## src/rtl/rfc_forest_scheduler.sv

```systemverilog
// Random-forest vote scheduler: launches each tree on the shared traversal engine,
// gathers the 1-bit labels, then reports the majority class with a one-cycle done pulse.
module rfc_forest_scheduler #(
  parameter int   NUM_TREES   = 8,
  parameter int   TREE_ID_W   = 3,
  parameter int   TIMEOUT_CYC = 64,
  parameter logic TIE_LABEL   = 1'b1
) (
  input  logic                 clk,
  input  logic                 reset,
  input  logic                 start,
  output logic                 busy,
  output logic                 eng_start,
  output logic [TREE_ID_W-1:0] eng_tree_id,
  input  logic                 eng_done,
  input  logic                 eng_label,
  output logic                 done,
  output logic                 final_label,
  output logic [7:0]           vote_ones,
  output logic                 error
);

  localparam logic [2:0] ST_IDLE   = 3'd0;
  localparam logic [2:0] ST_LAUNCH = 3'd1;
  localparam logic [2:0] ST_WAIT   = 3'd2;
  localparam logic [2:0] ST_DECIDE = 3'd3;
  localparam logic [2:0] ST_DONE   = 3'd4;

  localparam logic [TREE_ID_W-1:0] LAST_ID     = TREE_ID_W'(NUM_TREES - 1);
  localparam logic [TREE_ID_W-1:0] ID_ONE      = TREE_ID_W'(1'b1);
  localparam logic [8:0]           NUM_TREES_9 = 9'(NUM_TREES);
  localparam logic [16:0]          TIMEOUT_17  = 17'(TIMEOUT_CYC);

  logic [2:0]           state_r;
  logic [2:0]           state_s;
  logic [TREE_ID_W-1:0] tree_id_r;
  logic [TREE_ID_W-1:0] tree_id_s;
  logic [7:0]           vote_cnt_r;
  logic [7:0]           vote_cnt_s;
  logic [15:0]          timeout_cnt_r;
  logic [15:0]          timeout_cnt_s;
  logic [16:0]          timeout_inc_s;
  logic                 result_load_s;
  logic                 result_label_s;
  logic                 result_err_s;
  logic                 busy_r;
  logic                 eng_start_r;
  logic                 done_r;
  logic                 final_label_r;
  logic [7:0]           vote_ones_r;
  logic                 error_r;

  // Doubling the count keeps the comparison exact for odd and even forest sizes.
  function automatic logic majority(input logic [7:0] ones);
    logic [8:0] twice;
    twice = {ones, 1'b0};
    if (twice > NUM_TREES_9) begin
      majority = 1'b1;
    end else if (twice < NUM_TREES_9) begin
      majority = 1'b0;
    end else begin
      majority = TIE_LABEL;
    end
  endfunction

  assign timeout_inc_s = {1'b0, timeout_cnt_r} + 17'd1;

  // Next-state, vote accumulation and result selection.
  always_comb begin
    state_s        = state_r;
    tree_id_s      = tree_id_r;
    vote_cnt_s     = vote_cnt_r;
    timeout_cnt_s  = timeout_cnt_r;
    result_load_s  = 1'b0;
    result_label_s = 1'b0;
    result_err_s   = 1'b0;
    case (state_r)
      ST_IDLE: begin
        if (start) begin
          state_s    = ST_LAUNCH;
          vote_cnt_s = 8'd0;
          tree_id_s  = '0;
        end else begin
          state_s = ST_IDLE;
        end
      end
      ST_LAUNCH: begin
        timeout_cnt_s = 16'd0;
        state_s       = ST_WAIT;
      end
      ST_WAIT: begin
        // A completing engine wins over a timeout that expires in the same cycle.
        if (eng_done) begin
          vote_cnt_s = vote_cnt_r + {7'd0, eng_label};
          if (tree_id_r == LAST_ID) begin
            state_s = ST_DECIDE;
          end else begin
            tree_id_s = tree_id_r + ID_ONE;
            state_s   = ST_LAUNCH;
          end
        end else if (timeout_inc_s == TIMEOUT_17) begin
          timeout_cnt_s  = timeout_inc_s[15:0];
          result_load_s  = 1'b1;
          result_label_s = 1'b0;
          result_err_s   = 1'b1;
          state_s        = ST_DONE;
        end else begin
          timeout_cnt_s = timeout_inc_s[15:0];
        end
      end
      ST_DECIDE: begin
        result_load_s  = 1'b1;
        result_label_s = majority(vote_cnt_r);
        result_err_s   = 1'b0;
        state_s        = ST_DONE;
      end
      ST_DONE: begin
        state_s = ST_IDLE;
      end
      default: begin
        state_s = ST_IDLE;
      end
    endcase
  end

  // State, counters and registered outputs; results change only on entry to DONE.
  always_ff @(posedge clk or posedge reset) begin
    if (reset) begin
      state_r       <= ST_IDLE;
      tree_id_r     <= '0;
      vote_cnt_r    <= 8'd0;
      timeout_cnt_r <= 16'd0;
      busy_r        <= 1'b0;
      eng_start_r   <= 1'b0;
      done_r        <= 1'b0;
      final_label_r <= 1'b0;
      vote_ones_r   <= 8'd0;
      error_r       <= 1'b0;
    end else begin
      state_r       <= state_s;
      tree_id_r     <= tree_id_s;
      vote_cnt_r    <= vote_cnt_s;
      timeout_cnt_r <= timeout_cnt_s;
      busy_r        <= (state_s != ST_IDLE);
      eng_start_r   <= (state_s == ST_LAUNCH);
      done_r        <= (state_s == ST_DONE);
      if (result_load_s) begin
        final_label_r <= result_label_s;
        vote_ones_r   <= vote_cnt_r;
        error_r       <= result_err_s;
      end else begin
        final_label_r <= final_label_r;
        vote_ones_r   <= vote_ones_r;
        error_r       <= error_r;
      end
    end
  end

  assign busy        = busy_r;
  assign eng_start   = eng_start_r;
  assign eng_tree_id = tree_id_r;
  assign done        = done_r;
  assign final_label = final_label_r;
  assign vote_ones   = vote_ones_r;
  assign error       = error_r;

endmodule

```

## config.mk

```make
export PLATFORM = sky130hd
export DESIGN_NAME = rfc_forest_scheduler
export DESIGN_NICKNAME = d
export VERILOG_FILES = /design/src/rtl/rfc_forest_scheduler.sv
export SDC_FILE = /design/constraint.sdc
export NUM_CORES = 1
export LEC_CHECK = 0
export CAP_MARGIN = 10
export CORE_ASPECT_RATIO = 1.25
export CORE_MARGIN = 2
export CORE_UTILIZATION = 52
export CTS_CLUSTER_DIAMETER = 30
export DETAILED_ROUTE_END_ITERATION = 16
export GPL_TIMING_DRIVEN = 0
export PLACE_DENSITY = 0.78
export SLEW_MARGIN = 10
export SYNTH_ARGS = -nofsm -noshare
export SYNTH_HDL_FRONTEND = slang
export SYNTH_SLANG_ARGS = --single-unit
export TNS_END_PERCENT = 5
```

## constraint.sdc

```tcl
create_clock -name clk -period 2.5 [get_ports clk]
set_clock_uncertainty 0.15 [all_clocks]
set_input_delay 0.5 -clock clk [delete_from_list [all_inputs] [get_ports clk]]
set_output_delay 0.5 -clock clk [all_outputs]
set_load 0.05 [all_outputs]
```

# Word-level counts from Yosys, hierarchy flattened
# Index checks and enable logic that the tools add are counted.
[word_totals]
regBits = 43
word_cells = 54
out_inout_bits = 16
[op_classes]
order_cmp = 2
n_mux = 21
eq_ne = 11
add_sub_neg = 3
n_reduce_logical = 7
[ops]
columns = ["operator", "count"]
rows = [
  ["$pmux 16 s2", 1],
  ["$add 16x1->17 const B", 1],
  ["$eq 17x7->1 const B", 1],
  ["$mux 16", 1],
  ["$mux 8", 2],
  ["$pmux 8 s2", 1],
  ["$mux 3", 5],
  ["$pmux 3 s4", 1],
  ["$gt 9x4->1 const B", 1],
  ["$lt 9x4->1 const B", 1],
  ["$add 8x1->8", 1],
  ["$ne 2x2->1 const B", 4],
  ["$mux 1", 7],
  ["$eq 3x1->1 const B", 2],
  ["$eq 3x2->1 const B", 2],
  ["$eq 3x3->1 const B", 2],
  ["$pmux 3 s2", 1],
  ["$reduce_and 4->1", 1],
  ["$reduce_bool 2->1", 2],
  ["$add 3x1->3 const B", 1],
  ["$logic_not 3->1", 1],
  ["$reduce_and 3->1", 1],
  ["$reduce_bool 3->1", 1],
  ["$mux 2", 1],
  ["other kinds (2)", 2],
]

# Logic depth before layout (Yosys ltp)
# Gate-level depths: netlist of run 1.
[depth]
ltp_word = 6
mapped_depth = 8
depth_no_buf = 8

# Worst setup path after synthesis of run 1
# OpenSTA, ideal clock, no wires.
[synth_path]
path_kind = "register to register"
from = "register timeout_cnt_r[0]"
to = "register vote_ones_r[0], in the netlist vote_ones[0]"
path_buffers = 0
arrival_ns = 2.251
setup_slack_ns = -0.026
path_stages_with_launch = 9
cell_sequence = "dfrtp_1 -> ha_1 -> nand3_2 -> nor3_2 -> a31oi_1 -> nor4_2 -> nand3_4 -> nand2_8 -> mux2_4"
[synth_via]
elab_chain_cells = 5
[synth_lines]
columns = ["element", "line_no", "source"]
rows = [
  ["start, declared", "40", "logic [15:0] timeout_cnt_r;"],
  ["start signal, assigned", "143", "timeout_cnt_r <= timeout_cnt_s;"],
  ["$add 16x1->17", "66", "assign timeout_inc_s = {1'b0, timeout_cnt_r} + 17'd1;"],
  ["$eq 17x7->1", "101", "end else if (timeout_inc_s == TIMEOUT_17) begin"],
  ["$mux 1", "101", ""],
  ["$mux 1", "93", "if (eng_done) begin"],
  ["$pmux 1 s2", "77", "case (state_r)"],
  ["end signal, assigned", "149", "vote_ones_r <= vote_cnt_r;"],
  ["end signal, assigned", "153", "vote_ones_r <= vote_ones_r;"],
  ["end, declared", "50", "logic [7:0] vote_ones_r;"],
]
# No other way between the ends.
# A chain may end at the register's enable or synchronous reset.

# Worst setup path in the final report of run 1
[layout_path]
from = "register timeout_cnt_r[0]"
to = "register vote_ones_r[3], in the netlist vote_ones[3]"
# The elaborated chain is that of the path after synthesis.

==> results.txt, run 1 <==
----------------------------------------------------
[Run status]
  Status ... finished with violations
  Violated checks ... setup timing

[Global route]
  Gr ovfl total ... 0
  Largest net degree at the start of global routing ... 32
  Antenna violations before repair ... 0
  Global-route wire length before repair ... 9.42 mm
  Overall global routing resource usage ... 23.5%
  Number of global-route vias before repair ... approximately 2000

[Worst setup path]
  Worst-path maximum fanout ... 9
  Data required time at the worst endpoint ... 2540 ps
  Crit start category ... flip-flop
  Category of the most critical setup path ... reg2reg
  Critical path endpoint category ... flip-flop
  Signal arrival time at the worst endpoint ... 2600 ps

[Routing]
  Via count normalized by instance count ... 6.02
  DRC marker count from the first detailed-route iteration ... 149
  Final routed DRC violation total ... 0
  Number of iterations in the first detailed-routing pass ... 4
  Final wirelength ... 5.51 mm
  Number of antenna-violating nets in the routed design ... 0
  Vias ... between 2000 and 2500
  Drt wl/cell ... around 16 microns

[Finish]
  Fraction of final layout cells sized beyond drive strength 1 ... 20.1%
  Number of standard cells in the layout, taps in and fillers out ... 341
  Relative area change from synthesis to final layout ... 23.9%
  Number of diodes added for antenna fixing ... 0
  Number of nets in the finished design ... 293

[Placement]
  Dpl cells ... 321
  Final Wtd Congestion ... 0.847
  Total half-perimeter wirelength after legalization and detailed placement ... between 3 and 4 mm
  Port bufs ... 20

[Yosys]
  Number of distinct standard cells referenced by the synthesized netlist ... 48
  Average cell area after synthesis ... 9.94 sq um
  Number of cells produced by synthesis ... approximately 240
  Cells taking the most area after synthesis ... dfrtp_1 (45%), mux2_4 (5.0%), o21ai_0 (4.6%)
  Syn_nets ... ~250
  Count of flip-flops with a built-in enable after synthesis ... 0
  YS warnings ... 0
  Leading area contributor after synthesis ... dfrtp_1
  Share of async-settable or async-resettable flops after synthesis ... 100%
  Post-Synthesis Cell Area ... 0.00241 sq mm
  Area fraction of the dominant cell type after synthesis ... around 45%
  Proportion of synthesized chip area in sequential cells ... 44.7%
  Flip-flop cell with the highest count after synthesis ... dfrtp_1
  Total of flip-flops plus latches after synthesis ... 43

[Timing]
  Final period demand of the worst path ... between 2000 and 3000 ps
  Final count of negative-setup-slack endpoints ... 8
  Maximum operating frequency ... 391 MHz
  Final worst slack ... -60.3 ps
  Endpoints failing hold ... 0
  Final critical-path share of the clock period ... 102%
  Count of final max-slew check failures ... 0
  Slew at the pin closest to its max-slew limit ... about 550 ps
  Slew Limit Headroom ... 63.2%
  RSZ-0062 raised after global routing ... yes

[Die]
  Placeable Area ... 0.00443 sq mm
  Number of placement rows ... 27
  Initial core utilization ... 54.4%
  Height of the die ... 80.1 microns
  Number of top-level pins ... 21
  Overall die area ... between 0.005 and 0.006 sq mm
  Die span in x ... approximately 65 microns

[CTS]
  CTS H-Tree Depth ... 2
  Buffer cell driving the clock tree root ... clkbuf_8
  Clock network latency to the later pin of the worst-skew pair ... 300 ps
  Clock buffer count from CTS ... 5
  Clock sinks ... 43
  CTS tree ... yes
  Clock transition at path regs ... 90 ps
  CTS Buffer Depth ... 2

[Power and ir drop]
  Leak ... 1.34 nW
  Worst voltage drop across the vdd grid ... 0.000730 V
  Total chip power ... 2.33 mW
  Power per standard cell area ... 781 mW/mm^2

[Run]
  Max Cap Violations ... 0

[Worst hold path]
  Type of the most critical hold path ... in2async

----------------------------------------------------
[worst max-delay path, stage by stage (launching register included)]
cell and delay [ps]:
dfrtp_2 460, buf_12 120, nand4_4 140, nor4_4 360, xor2_1 130, nor4_2 310, buf_4 180, nand3_4 110
nand2_8 150, mux2_4 320
[cell usage after synthesis, drive strengths merged, types with 6 or more instances]
library cell and number:
nand2 21, a21oi 9, nor2 24, clkbuf 6, o21ai 32, ha 6, mux2 8, a31oi 7
xor2 9, nor3 7, dfrtp 43, nand3 13, nand4 10
[placed cells by master, fill, tap and decap left out, types with 5 or more instances in the layout]
cell type / instances
ha_1: 5
nand3_1: 10
clkdlybuf4s50_1: 20
a21oi_1: 9
mux2_4: 8
o21ai_0: 22
xor2_1: 9
a31oi_1: 6
buf_4: 11
o21ai_1: 10
dfrtp_1: 40
nor2_1: 22
clkbuf_8: 6
nand4_1: 8
nand2_1: 20
[path summary, 6_finish.rpt]
check / from / to / slack, ps / depth (start not counted)
max in group asynchronous: reset / timeout_cnt_r[13]$_DFFE_PP0P_ / 1410 / 3
worst max register to register: timeout_cnt_r[0]$_DFFE_PP0P_ / vote_ones[3]$_DFFE_PP0P_ / -60 / 9
worst max-delay path: timeout_cnt_r[0]$_DFFE_PP0P_ / vote_ones[3]$_DFFE_PP0P_ / -60 / 9
worst min register to register: error$_DFFE_PP0P_ / error$_DFFE_PP0P_ / 340 / 2
min in group clk: error$_DFFE_PP0P_ / error$_DFFE_PP0P_ / 340 / 2
worst min-delay path: reset / timeout_cnt_r[8]$_DFFE_PP0P_ / 320 / 2
[layout make-up]
type	count	area, sq um
clock inverters	2	16.3
well taps	58	72.6
fillers	338	1450
flip-flops and latches	43	1080
repair buffers	33	330
plain buffers	11	61.3
clock buffers	6	82.6
multi-input cells	183	1320
inverters	5	18.8
[per-layer routing]
metal | share of wire [%] | global-route usage, %
met4 | 1.8 | 7.23
met1 | 44 | 30.3
met5 | 0 | 0
met3 | 4.1 | 3.92
met2 | 50 | 40.2
[through the flow]
step	util [%]	hold slack (ps)	TNS (ps)	cell area [sq um]	worst slack [ps]
final	67.3	325	-402	2980	-60.3
after global placement	60.6	306	-6220	2680	-293
after floorplan	-	333	0	2410	5.30
after CTS	66.6	329	0	2950	6.23
after global routing	67.3	345	-1060	2980	-133
after detailed placement	61.0	332	-4120	2700	-316
[cell families (layout without fill, tap and decap cells)]
group	after synthesis	after routing	synth area share, %
compound gates	64	64	16.8
xor+xnor	10	10	3.64
fa+ha+maj	6	6	3.12
buf+inv	16	57	2.76
flops	43	43	44.7
mux	9	9	5.41
simple gates	94	94	23.6
[flip-flops by register name, indices dropped and copies added, names as in the netlist]
signal and count:
eng_tree_id 3, final_label 1, vote_cnt_r 8, done 1
state_r 3, busy 1, error 1, timeout_cnt_r 16
vote_ones 8, eng_start 1
[report_power, final]
part / switching [mW] / internal [mW]
clock network: 0.252 / 0.226
registers: 0.0982 / 0.800
logic: 0.613 / 0.337
[what timing repair did]
action | 4_1_cts | 5_1_grt
endpoints found under the setup margin | 10 | 21
buffers inserted | 11 | 1
pin swaps | 6 | 4
gates cloned | 0 | 0
hold buffers | 0 | 0
resized for setup | 12 | 9
(Power assumes the default switching activity.)
==> run 2: changes to the inputs <==
--- a/config.mk
+++ b/config.mk
@@ -17,4 +17,3 @@
 export SYNTH_ARGS = -nofsm -noshare
 export SYNTH_HDL_FRONTEND = slang
 export SYNTH_SLANG_ARGS = --single-unit
-export TNS_END_PERCENT = 5
==> constraint.sdc (replaced) <==
create_clock -name clk -period 2.3 [get_ports clk]
set_clock_uncertainty 0.15 [all_clocks]
set_input_delay 0.46 -clock clk [delete_from_list [all_inputs] [get_ports clk]]
set_output_delay 0.46 -clock clk [all_outputs]
set_load 0.05 [all_outputs]
==> results.txt, run 2 (synthesis gave the netlist of run 1 again) <==
----------------------------------------------------
[Timing]
  Final count of negative-setup-slack endpoints ... 10 (+2)
  Slew at the pin closest to its max-slew limit ... 559 ps (+9.34 ps)
  Setup TNS ... -1830 ps (-1430 ps)
  Final worst slack ... -213 ps (-153 ps)
  Count of final max-slew check failures ... 0 (unchanged)
  Slew Limit Headroom ... 62.5% (-0.63 points)
  Worst Hold Slack ... 239 ps (-85.2 ps)
  Endpoints failing hold ... 0 (unchanged)
  Maximum operating frequency ... 398 MHz (+1.9%)
  Final period demand of the worst path ... 2510 ps (-46.9 ps)
  Final critical-path share of the clock period ... 109% (+6.9 points)
  RSZ-0062 raised after global routing ... yes

[Power and ir drop]
  Leak ... 1.42 nW (+6.3%)
  Pint ... 1.49 mW (+9.0%)
  Net load switching power ... 1.10 mW (+15%)
  Power per standard cell area ... 822 mW/mm^2 (+5.3%)
  Fraction of power consumed by combinational cells ... 42.1% (+1.3 points)
  Worst voltage drop across the vdd grid ... 0.000720 V (-1.3%)
  Switch share ... 42.6% (+1.2 points)
  Clock Power Share ... 19.9% (-0.6 points)
  Fraction of power consumed by sequential logic ... 38.1% (-0.5 points)

[Routing]
  DRC marker count from the first detailed-route iteration ... 208 (+40%)
  Via count normalized by instance count ... 5.97 (-0.90%)
  Number of antenna-violating nets in the routed design ... 0 (unchanged)
  Number of iterations in the first detailed-routing pass ... 5 (+1)
  Vias ... 2118 (+3.2%)
  Drt wl/cell ... 17.2 microns (+6.3%)
  Final wirelength ... 6.10 mm (+11%)
  Final routed DRC violation total ... 0 (unchanged)

[Global route]
  Global-route wire length before repair ... 9.94 mm (+5.6%)
  Largest net degree at the start of global routing ... 34 (+6.3%)
  Antenna violations before repair ... 0 (unchanged)
  Gr ovfl total ... 0 (unchanged)
  Number of global-route vias before repair ... 2017 (+2.6%)
  Overall global routing resource usage ... 24.7% (+1.3 points)

[Finish]
  Largest register by flop count ... timeout_cnt_r
  Number of standard cells in the layout, taps in and fillers out ... 355 (+4.1%)
  Number of diodes added for antenna fixing ... 0 (unchanged)
  Number of nets in the finished design ... 307 (+4.8%)
  Number of flip-flops under the largest register name ... 16 (unchanged)
  Most common cell after layout, fill and taps aside ... dfrtp_1
  Final core utilization ... 71.2% (+3.9 points)
  Relative area change from synthesis to final layout ... 31.0%
  Highest-count cells in the layout ignoring fill and taps ... dfrtp_1 (37), buf_4 (22), o21ai_0 (22)
  Fraction of final layout cells sized beyond drive strength 1 ... 29.0% (+8.8 points)

[Run status]
  Violated checks ... setup timing
  Status ... finished with violations

[Worst setup path]
  Reg2Reg Setup Slack ... -210 ps (-150 ps)
  Launch point of the worst reg-to-reg path ... timeout_cnt_r[4]$_DFFE_PP0P_
  Crit start category ... flip-flop
  Data required time at the worst endpoint ... 2350 ps (-190 ps)
  Signal arrival time at the worst endpoint ... 2560 ps (-40 ps)
  Terminus of the critical flop-to-flop path ... vote_ones[4]$_DFFE_PP0P_
  Critical path endpoint category ... flip-flop
  Category of the most critical setup path ... reg2reg
  Worst-path maximum fanout ... 10 (+1)
  R2R depth ... 9 (unchanged)

[Die]
  Number of placement rows ... 27 (unchanged)
  Overall die area ... 0.00519 sq mm (unchanged)
  Die span in x ... 64.8 microns (unchanged)
  Placeable Area ... 0.00443 sq mm (unchanged)
  Height of the die ... 80.1 microns (unchanged)
  Initial core utilization ... 54.4% (unchanged)
  Number of top-level pins ... 21 (unchanged)

[Run]
  Max Cap Violations ... 0 (unchanged)

[Placement]
  Final Wtd Congestion ... 0.879 (+3.8%)
  Port bufs ... 20 (unchanged)
  Total half-perimeter wirelength after legalization and detailed placement ... 3.59 mm (-0.96%)
  Dpl cells ... 321 (unchanged)

[CTS]
  CTS tree ... yes
  Clock sinks ... 43 (unchanged)
  Buffer cell driving the clock tree root ... clkbuf_8
  CTS Buffer Depth ... 2 (unchanged)
  Clock network latency to the later pin of the worst-skew pair ... 310 ps (about the same)
  Clock transition at path regs ... 100 ps (about the same)
  CTS H-Tree Depth ... 2 (unchanged)
  Clock buffer count from CTS ... 5 (unchanged)

[Worst hold path]
  Type of the most critical hold path ... in2async

----------------------------------------------------
-- run 2: cell count changes in the layout (fill, tap and decap cells not counted), sizes merged --
cell    delta
clkinv     +1
nand2      +1
buf       +14
clkbuf     -2
-- run 2: worst max-delay path by stage --
stage / startpoint / endpoint / slack, ps
after global placement: reset / timeout_cnt_r[1]$_DFFE_PP0P_ / -380
final: timeout_cnt_r[4]$_DFFE_PP0P_ / vote_ones[4]$_DFFE_PP0P_ / -210
after floorplan: timeout_cnt_r[1]$_DFFE_PP0P_ / vote_ones[0]$_DFFE_PP0P_ / -30
after detailed placement: eng_done / timeout_cnt_r[2]$_DFFE_PP0P_ / -380
after global routing: timeout_cnt_r[4]$_DFFE_PP0P_ / vote_ones[2]$_DFFE_PP0P_ / -290
after CTS: timeout_cnt_r[0]$_DFFE_PP0P_ / vote_ones[7]$_DFFE_PP0P_ / -140
-- run 2: timing repair --
item / 4_1_cts / 5_1_grt
pin swaps: 9 / 11
hold buffers: 0 / 0
setup endpoints to repair: 14 / 30
cloned: 1 / 0
hold endpoints to repair: 0 / 0
resized for setup: 10 / 26
buffers inserted: 17 / 10
-- run 2: cell type report --
cell class,instances,area (sq um)
Multi-Input combinational cell,184,1380
Fill cell,308,1270
Sequential cell,43,1080
Timing Repair Buffer,47,434
Tap cell,58,72.6
Clock buffer,5,68.8
Buffer,10,68.8
Clock inverter,3,25.0
Inverter,5,18.8
-- run 2: power groups by stage --
stage,Combinational (mW),Clock (mW),Sequential (mW)
floorplan,0.401,0,1.22
global placement,0.899,0,1.01
detailed placement,0.919,0,1.01
CTS,1.04,0.517,0.976
global route,1.18,0.553,1.00
finish,1.09,0.514,0.987
-- run 2: per-layer routing --
layer	track usage, %	share of wire, %	up-vias	wire (microns)
li1	-	-	990	-
met1	31.8	40	1033	2460
met2	42.4	53	75	3210
met3	3.78	4.4	20	270
met4	8.30	2.8	0	172
met5	0	0	-	0
-- run 2: critical path, cell delays in order, from the launching register on --
cell and delay (ps):
dfrtp_1 420, buf_2 190, and4_1 240, a31oi_1 250, a311oi_2 80, nor4_2 310, buf_4 180, nand3_4 120
nand2_4 140, mux2_4 310
-- run 2: per-stage QoR --
stage | worst slack (ps) | instance area, sq um | power, mW
floorplan | -32.5 | 2450 | 1.62
CTS | -139 | 3010 | 2.53
detailed placement | -379 | 2740 | 1.93
global placement | -380 | 2720 | 1.91
finish | -213 | 3150 | 2.59
global route | -289 | 3150 | 2.73
==> run 3: changes to the inputs <==
--- a/config.mk
+++ b/config.mk
@@ -7,7 +7,7 @@
 export LEC_CHECK = 0
 export CAP_MARGIN = 10
 export CORE_ASPECT_RATIO = 1.25
-export CORE_MARGIN = 2
+export CORE_MARGIN = 5
 export CORE_UTILIZATION = 52
 export CTS_CLUSTER_DIAMETER = 30
 export DETAILED_ROUTE_END_ITERATION = 16
==> results.txt, run 3 (synthesis gave the netlist of run 1 again) <==
----------------------------------------------------
[Run status]
  Status ... finished with violations
  Violated checks ... setup timing

[Finish]
  Number of standard cells in the layout, taps in and fillers out ... 353 (-0.56%)
  Fraction of final layout cells sized beyond drive strength 1 ... 25.4% (-3.5 points)
  Most common cell after layout, fill and taps aside ... dfrtp_1
  Number of nets in the finished design ... 306 (-0.33%)
  Relative area change from synthesis to final layout ... 30.0%
  Final core utilization ... 70.1% (-1.1 points)
  Largest register by flop count ... timeout_cnt_r
  Number of flip-flops under the largest register name ... 16 (unchanged)
  Highest-count cells in the layout ignoring fill and taps ... dfrtp_1 (40), buf_4 (23), o21ai_0 (22)
  Count of fill cells added during filler insertion ... 317 (+2.9%)
  Number of diodes added for antenna fixing ... 0 (unchanged)

[Worst setup path]
  Worst-path maximum fanout ... 6 (-4)
  R2R depth ... 8 (-1)
  Critical path endpoint category ... flip-flop
  Category of the most critical setup path ... reg2reg
  Terminus of the critical flop-to-flop path ... vote_ones[3]$_DFFE_PP0P_
  Launch point of the worst reg-to-reg path ... timeout_cnt_r[0]$_DFFE_PP0P_
  Signal arrival time at the worst endpoint ... 2550 ps (about the same)
  Crit start category ... flip-flop
  Data required time at the worst endpoint ... 2330 ps (-20 ps)
  Critical path launch point ... timeout_cnt_r[0]$_DFFE_PP0P_
  Capturing element of the worst setup path ... vote_ones[3]$_DFFE_PP0P_
  Reg2Reg Setup Slack ... -210 ps (about the same)

[Timing]
  Slew at the pin closest to its max-slew limit ... 586 ps (+27.5 ps)
  Endpoints failing hold ... 0 (unchanged)
  RSZ-0062 raised after global routing ... yes
  Maximum operating frequency ... 398 MHz (about the same)
  Final period demand of the worst path ... 2510 ps (-1.40 ps)
  Final count of negative-setup-slack endpoints ... 14 (+4)
  Setup TNS ... -1930 ps (-92.5 ps)
  Slew Limit Headroom ... 60.7% (-1.8 points)
  Final critical-path share of the clock period ... 109% (about the same)
  Final worst slack ... -212 ps (+1.39 ps)
  Count of final max-slew check failures ... 0 (unchanged)

[Routing]
  DRC marker count from the first detailed-route iteration ... 286 (+38%)
  Vias ... 2146 (+1.3%)
  Final routed DRC violation total ... 0 (unchanged)
  Via count normalized by instance count ... 6.08 (+1.9%)
  Drt wl/cell ... 18.3 microns (+6.3%)
  Number of antenna-violating nets in the routed design ... 0 (unchanged)
  Number of iterations in the first detailed-routing pass ... 5 (unchanged)
  Final wirelength ... 6.45 mm (+5.7%)

[Die]
  Number of top-level pins ... 21 (unchanged)
  Die span in x ... 70.8 microns (+9.3%)
  Placeable Area ... 0.00446 sq mm (+0.76%)
  Overall die area ... 0.00610 sq mm (+17%)
  Height of the die ... 86.1 microns (+7.5%)
  Initial core utilization ... 54.0% (-0.41 points)
  Number of placement rows ... 27 (unchanged)

[CTS]
  Clock buffer count from CTS ... 5 (unchanged)
  Clock transition at path regs ... 90 ps (about the same)
  Count of hold buffers inserted by post-cts repair ... 0 (unchanged)
  CTS H-Tree Depth ... 2 (unchanged)
  Buffer cell driving the clock tree root ... clkbuf_8
  Clock network latency to the later pin of the worst-skew pair ... 300 ps (about the same)
  Clock sinks ... 43 (unchanged)
  CTS Buffer Depth ... 2 (unchanged)
  CTS tree ... yes

[Power and ir drop]
  Power per standard cell area ... 850 mW/mm^2 (+3.5%)
  Leak ... 1.41 nW (-0.40%)
  Worst voltage drop across the vdd grid ... 0.000829 V (+15%)
  Total chip power ... 2.66 mW (+2.6%)

[Worst hold path]
  Type of the most critical hold path ... in2async

[Global route]
  Overall global routing resource usage ... 21.4% (-3.3 points)
  Global-route wire length before repair ... 10.3 mm (+4.0%)
  Largest net degree at the start of global routing ... 31 (-8.8%)
  Antenna violations before repair ... 0 (unchanged)
  Gr ovfl total ... 0 (unchanged)
  Number of global-route vias before repair ... 2146 (+6.4%)

[Placement]
  Total half-perimeter wirelength after legalization and detailed placement ... 3.77 mm (+5.2%)
  Dpl cells ... 321 (unchanged)
  Port bufs ... 20 (unchanged)
  Final Wtd Congestion ... 0.842 (-4.3%)

[Run]
  Max Cap Violations ... 0 (unchanged)

----------------------------------------------------
==> run 3: cell types whose count changed in the layout (fill, tap and decap cells not counted), sizes merged <==
cell / before / now
buf: 32 / 30
clkbuf: 10 / 12
clkinv: 2 / 0
bufinv: 0 / 1
clkinvlp: 1 / 0
==> run 3: where the power goes <==
part / switching (mW) / internal [mW] / leakage, nW
clock network: 0.257 / 0.318 / 0.0513
logic: 0.697 / 0.403 / 0.779
registers: 0.113 / 0.870 / 0.584
total: 1.07 / 1.59 / 1.41
==> run 3: per-layer routing <==
metal	track usage [%]	wire (microns)	vias up
met1	25.7	2600	1072
met4	8.89	139	0
met2	36.5	3410	73
met5	0	0	-
met3	5.16	300	11
li1	-	-	990
==> run 3: final cells by class <==
type	instances	area [sq um]	share of cell area, %
sequential	43	1080	34.5
tap	58	72.6	2.32
clock buffer	6	72.6	2.32
buffer	10	65.1	2.08
timing repair buffer	46	428	13.7
clock inverter	1	30.0	0.960
inverter	5	18.8	0.600
multi-input combinational	184	1360	43.5
==> run 3: worst min-delay path by stage <==
stage / startpoint / to / cells after the start
2_1_floorplan: state_r[2]$_DFF_PP0_ / busy$_DFF_PP0_ / 1
3_3_place_gp: error$_DFFE_PP0P_ / error$_DFFE_PP0P_ / 2
3_5_place_dp: error$_DFFE_PP0P_ / error$_DFFE_PP0P_ / 2
4_1_cts: reset / vote_ones[7]$_DFFE_PP0P_ / 2
5_1_grt: reset / timeout_cnt_r[5]$_DFFE_PP0P_ / 2
6_report: reset / timeout_cnt_r[5]$_DFFE_PP0P_ / 2
==> run 3: metrics by stage <==
| step | instance area (sq um) | setup WS, ps | hold WS (ps) |
|---|---|---|---|
| 4_1_cts | 3000 | -167 | 292 |
| 6_report | 3130 | -212 | 270 |
| 2_1_floorplan | 2450 | -32.5 | 333 |
| 3_5_place_dp | 2740 | -366 | 335 |
| 5_1_grt | 3130 | -300 | 303 |
| 3_3_place_gp | 2720 | -327 | 323 |
==> run 3: worst max-delay path, stage by stage, from the launching register on <==
cell and delay [ps]:
dfrtp_2 440, buf_6 120, nand4_4 190, nor3_4 280, a31oi_4 140, a2111oi_4 440, nand3_4 180, nand2_4 140
mux2_4 310
==> run 3: what timing repair did <==
item,in CTS,in global routing
buffers inserted,14,11
endpoints found under the setup margin,17,34
pin swaps,11,11
gates resized for setup,8,13
cloned,1,0
